**config.mk**
```make
export PLATFORM = sky130hd
export DESIGN_NAME = axil_rd_rr_arbiter
export DESIGN_NICKNAME = d
export VERILOG_FILES = /design/src/rtl/axil_rd_rr_arbiter.sv
export SDC_FILE = /design/constraint.sdc
export NUM_CORES = 1
export LEC_CHECK = 0
export CAP_MARGIN = 20
export CORE_AREA = 2 2 161 163
export CTS_CLUSTER_SIZE = 8
export DETAILED_ROUTE_END_ITERATION = 12
export DIE_AREA = 0 0 163 165
export GPL_TIMING_DRIVEN = 0
export SYNTH_ARGS = -nofsm -noshare
export SYNTH_HDL_FRONTEND = slang
export SYNTH_SLANG_ARGS = --single-unit
```
**constraint.sdc**
```tcl
create_clock -name clk -period 2 [get_ports clk]
set_clock_uncertainty 0.15 [all_clocks]
set_input_delay 0.4 -clock clk [delete_from_list [all_inputs] [get_ports clk]]
set_output_delay 0.4 -clock clk [all_outputs]
set_load 0.02 [all_outputs]
```
**src/rtl/axil_rd_rr_arbiter.sv**
```systemverilog
// axil_rd_rr_arbiter: round-robin arbiter sharing one AXI4-lite read master among S_COUNT requesters
module axil_rd_rr_arbiter #(
    parameter int S_COUNT           = 4,
    parameter int DATA_WIDTH        = 32,
    parameter int ADDR_WIDTH        = 32,
    parameter int FUNCTION_ID_WIDTH = 8
) (
    input  logic                                   clk,
    input  logic                                   rst,
    input  logic [S_COUNT*ADDR_WIDTH-1:0]          s_axil_araddr,
    input  logic [S_COUNT*FUNCTION_ID_WIDTH-1:0]   s_axil_aruser,
    input  logic [S_COUNT*3-1:0]                   s_axil_arprot,
    input  logic [S_COUNT-1:0]                     s_axil_arvalid,
    output logic [S_COUNT-1:0]                     s_axil_arready,
    output logic [S_COUNT*DATA_WIDTH-1:0]          s_axil_rdata,
    output logic [S_COUNT*2-1:0]                   s_axil_rresp,
    output logic [S_COUNT-1:0]                     s_axil_rvalid,
    input  logic [S_COUNT-1:0]                     s_axil_rready,
    output logic [ADDR_WIDTH-1:0]                  m_axil_araddr,
    output logic [FUNCTION_ID_WIDTH-1:0]           m_axil_aruser,
    output logic [2:0]                             m_axil_arprot,
    output logic                                   m_axil_arvalid,
    input  logic                                   m_axil_arready,
    input  logic [DATA_WIDTH-1:0]                  m_axil_rdata,
    input  logic [1:0]                             m_axil_rresp,
    input  logic                                   m_axil_rvalid,
    output logic                                   m_axil_rready,
    output logic [$clog2(S_COUNT)-1:0]             grant_index,
    output logic                                   busy
);
    localparam int IW = $clog2(S_COUNT);

    typedef enum logic [1:0] {IDLE, ADDR, DATA} state_t;

    state_t                         state, state_next;
    logic [IW-1:0]                  ptr, ptr_next, win, grant_next;
    logic [IW:0]                    idx;
    logic                           found;
    logic                           arvalid_next;
    logic [ADDR_WIDTH-1:0]          araddr_next;
    logic [FUNCTION_ID_WIDTH-1:0]   aruser_next;
    logic [2:0]                     arprot_next;

    assign s_axil_rdata = {S_COUNT{m_axil_rdata}};
    assign s_axil_rresp = {S_COUNT{m_axil_rresp}};
    assign busy         = state != IDLE;

    // Pick the first requesting port at or after the pointer, wrapping around
    always_comb begin
        found = 1'b0;
        win   = '0;
        idx   = '0;
        for (int k = 0; k < S_COUNT; k++) begin
            idx = {1'b0, ptr} + (IW+1)'(k);
            if (idx >= (IW+1)'(S_COUNT)) idx = idx - (IW+1)'(S_COUNT);
            if (!found && s_axil_arvalid[idx[IW-1:0]]) begin
                found = 1'b1;
                win   = idx[IW-1:0];
            end
        end
    end

    // Next state, next AR register contents and the upstream handshake/routing
    always_comb begin
        state_next     = state;
        ptr_next       = ptr;
        grant_next     = grant_index;
        arvalid_next   = m_axil_arvalid;
        araddr_next    = m_axil_araddr;
        aruser_next    = m_axil_aruser;
        arprot_next    = m_axil_arprot;
        s_axil_arready = '0;
        s_axil_rvalid  = '0;
        m_axil_rready  = 1'b0;
        case (state)
            IDLE: if (found) begin
                s_axil_arready = S_COUNT'(1) << win;
                araddr_next    = s_axil_araddr[win*ADDR_WIDTH +: ADDR_WIDTH];
                aruser_next    = s_axil_aruser[win*FUNCTION_ID_WIDTH +: FUNCTION_ID_WIDTH];
                arprot_next    = s_axil_arprot[win*3 +: 3];
                arvalid_next   = 1'b1;
                grant_next     = win;
                state_next     = ADDR;
            end
            ADDR: if (m_axil_arready) begin
                arvalid_next = 1'b0;
                state_next   = DATA;
            end
            DATA: begin
                s_axil_rvalid = S_COUNT'(m_axil_rvalid) << grant_index;
                m_axil_rready = s_axil_rready[grant_index];
                if (m_axil_rvalid && s_axil_rready[grant_index]) begin
                    ptr_next   = (grant_index == IW'(S_COUNT-1)) ? '0 : grant_index + IW'(1);
                    state_next = IDLE;
                end
            end
            default: state_next = IDLE;
        endcase
    end

    // State, pointer, grant and the registered AR channel toward the shared slave
    always_ff @(posedge clk) begin
        if (rst) begin
            state          <= IDLE;
            ptr            <= '0;
            grant_index    <= '0;
            m_axil_arvalid <= 1'b0;
            m_axil_araddr  <= '0;
            m_axil_aruser  <= '0;
            m_axil_arprot  <= '0;
        end else begin
            state          <= state_next;
            ptr            <= ptr_next;
            grant_index    <= grant_next;
            m_axil_arvalid <= arvalid_next;
            m_axil_araddr  <= araddr_next;
            m_axil_aruser  <= aruser_next;
            m_axil_arprot  <= arprot_next;
        end
    end
endmodule
```
==> results of run 1 <==
## worst register-to-register path: stages (launching register included)
cell and delay (ns):
dfxtp_4 0.42, mux2i_4 0.29, buf_6 0.13, o22a_4 0.17, nand2_8 0.10, buf_12 0.16
buf_12 0.14, mux2_4 0.29, a221o_1 0.32
## per-stage QoR
step	instance area, um2	total power [mW]	hold slack, ns	TNS [ns]	instances
5_1_grt	9402	4.848	0.2821	-12.60	1238
6_report	9402	4.621	0.2899	-9.728	1238
3_5_place_dp	8547	3.276	0.3216	-67.99	1205
4_1_cts	9209	4.660	0.2712	-12.35	1233
3_3_place_gp	8539	3.262	0.3186	-69.28	1204
2_1_floorplan	4383	2.225	0.3081	-0.5690	500
## area by class of cell
class,instances,area (um2)
inverter,2,7.507
multi-input combinational,274,2347
buffer,169,1295
fill,2548,15640
clock buffer,6,138.9
timing repair buffer,405,4128
tap,330,412.9
clock inverter,2,60.06
sequential,50,1012
## report_power, final
part           internal, mW  switching (mW)  leakage (nW)
Sequential             1.11          0.0700         0.415
Clock                 0.754           0.442        0.0971
Combinational          1.32           0.933          3.41
Total                  3.18            1.44          3.92
## worst max-delay path by stage
stage	start	end	depth (start not counted)
after global placement	s_axil_arvalid[1]	s_axil_arready[0]	7
final	ptr[1]$_SDFFE_PP0P_	s_axil_arready[1]	7
after detailed placement	s_axil_arvalid[2]	s_axil_arready[0]	6
after CTS	ptr[1]$_SDFFE_PP0P_	s_axil_arready[1]	8
after global routing	ptr[0]$_SDFFE_PP0P_	s_axil_arready[0]	5
after floorplan	ptr[1]$_SDFFE_PP0P_	s_axil_arready[0]	6
## layout by cell type, fill, tap and decap left out, types with 5 or more instances in the layout
master	Yosys	routed
mux2_4	40	43
a21oi_1	51	45
dlymetal6s2s_1	0	5
o21ai_1	0	5
o21ai_2	0	8
nor2_1	11	7
buf_4	136	155
buf_2	15	15
nand3_1	43	40
buf_12	0	9
dfxtp_1	50	45
a221o_1	43	43
clkdlybuf4s50_1	0	354
o21ai_0	44	28
clkbuf_16	0	6
buf_8	0	5
a21oi_2	0	6
nand2_1	9	8
buf_6	6	11
## cells by family after synthesis
kind of cell               after synthesis
adders and majority gates                1
AOI/OAI and AO/OA                      147
DFF                                     50
and+or+nand+nor                         80
buffers and inverters                  176
muxes                                   46
## layer usage
| layer | wire (um) | vias to the layer above |
|---|---|---|
| met5 | 13 | - |
| met4 | 276 | 2 |
| met3 | 1986 | 17 |
| met2 | 11030 | 259 |
| met1 | 8178 | 2382 |
| li1 | - | 2496 |
## state kept, by name (all words and copies together), names as in the netlist
name and cells:
state 2, m_axil_arprot 3, m_axil_araddr 32, m_axil_arvalid 1
m_axil_aruser 8, grant_index 2, ptr 2
## what timing repair did
| action | CTS | global route |
|---|---|---|
| resized for setup | 118 | 88 |
| setup buffers | 17 | 14 |
| pin swaps | 7 | 24 |
| endpoints found under the setup margin | 57 | 52 |
| gates cloned | 4 | 1 |
==> run summary, run 1 <==
hold-fix buffers at CTS - 0
Top cell by count, worst path - nor2_4
die width - 163 um
Worst Hold Launch - rst
hpwl dp - 16500 um
Total Routing Usage GR - 0.1465
largest net degree at the start of global routing - 16
Area Overhead vs Synth - 117.7%
Startpoint Class - flip-flop
Port Buffers - 374
Fmax - 427.2 MHz
Routed Antenna Nets - 0
number of synthesized flops with an enable pin - 0
hold path cells - 2
Worst path max stage delay - 0.42 ns
Power Density - 491.5 mW/mm2
compound-gate portion of the synthesized area - 0.2263
CTS sink cnt - 50
HP Class - primary input to flip-flop
GR Util met1 - 0.1569
post-synthesis async set-or-reset flop share - 0
total number of vias - 5156
Commonest cells post-synth - buf_4 (136), a21oi_1 (51), dfxtp_1 (50)
Leak - 3.924 nW
Routed WL - 21490 um
Antenna diodes - 0
GR peak layer - met2
mux contribution to synthesized area - 0.1568
Cell variety after synth - 39
layout cells sized above 1 - 0.3381
Rel. slew slack - 0.5560
largest family of logic cells by synthesized area - buffers and inverters
Die Height - 165 um
DR DRC count - 0
CP top delay family - flip-flops
Synth area leaders - buf_4 (24%), dfxtp_1 (23%), mux2_4 (14%)
cell taking the most area after synthesis - buf_4
# rows - 58
depth of the worst register-to-register path - 8
worst path bufs/invs - 2
H-Tree Level Count - 2
Hold Path End - ptr[1]$_SDFFE_PP0P_
first-iteration detailed-routing DRC count - 254
Setup-failing EPs final - 48
CTS Root Cell - clkbuf_16
cts bufs inserted - 5
fin util - 0.3755
GR Util met3 - 0.04797
Initial Util - 0.1725
grt total ovfl - 0
maxcap violations - 0
Yosys warnings - 0
mean area per synthesized cell - 8.636 um2
WS Path Type - flip-flop to output pin
CP Data Arrival Time - 1.79 ns
number of global-route vias before repair - 5242
Worst Path Required - 1.45 ns
CTS max path bufs - 2
Syn Inst Count - 500
register bit total from synthesis - 50
clk_lat worst skew - 0.30 ns
endpoints failing hold - 0
CTS clk-pin slew, worst paths - 0.07 ns
Critical Path Sink Type - output pin
failing checks - setup timing
gpl congestion - 0.8138
Peak VDD IR - 0.3165 mV
CTS tree - built
pre-CTS setup slack - -1.962 ns
area of the core - 0.02504 mm2
XOR/XNOR Fraction of Synth Area - 0
minimum clock period - 2.341 ns
Seq/Total Area, Yosys - 0.2318
first-pass GRT wire length - 29790 um
fin. max-slew vios - 0
syn_nets - 719
Least-Margin Pin Slew - 0.6659 ns
worst-path cell chain - mux2i_4 -> o22ai_4 -> buf_8 -> nor2_4 -> nand2_4 -> nor2_4 -> buf_6
fin crit share - 1.171
outcome - complete, but fails checks
top-area cell type share of the netlist area - 0.2365
Cell Area, Synth - 0.004318 mm2
grt met2 use - 0.2775
initial antenna violation count - 1
die area - 0.02690 mm2
RR Endpoint - m_axil_araddr[23]$_SDFFE_PP0P_
Post-Synth Simple-Gate Area - 0.09620
Detailed Routing Iterations Pass 1 - 5
Worst R2R Start - ptr[1]$_SDFFE_PP0P_
Avg WL per Cell - 17.36 um
Top FF cell, synth - dfxtp_1
Worst Slack Setup Final - -0.3411 ns
critical-path cell with the highest stage delay - dfxtp_4
RSZ-0062 raised after global routing - yes
Crit Path Max Fanout - 7
most frequent cell after synthesis - buf_4
via density per instance - 4.165
Post-Synth Adder-Cell Area - 0.002898
# IOs - 410
R2R Setup Slk - -0.28 ns
nets - 1126
No activity file was read; power rests on OpenSTA's default activity.
==> run 2: changes to the inputs <==
--- a/config.mk
+++ b/config.mk
@@ -11,6 +11,7 @@
 export DETAILED_ROUTE_END_ITERATION = 12
 export DIE_AREA = 0 0 163 165
 export GPL_TIMING_DRIVEN = 0
+export SLEW_MARGIN = 10
 export SYNTH_ARGS = -nofsm -noshare
 export SYNTH_HDL_FRONTEND = slang
 export SYNTH_SLANG_ARGS = --single-unit
==> results of run 2 <==
Final layout, timing and power as in run 1 (identical DEF).
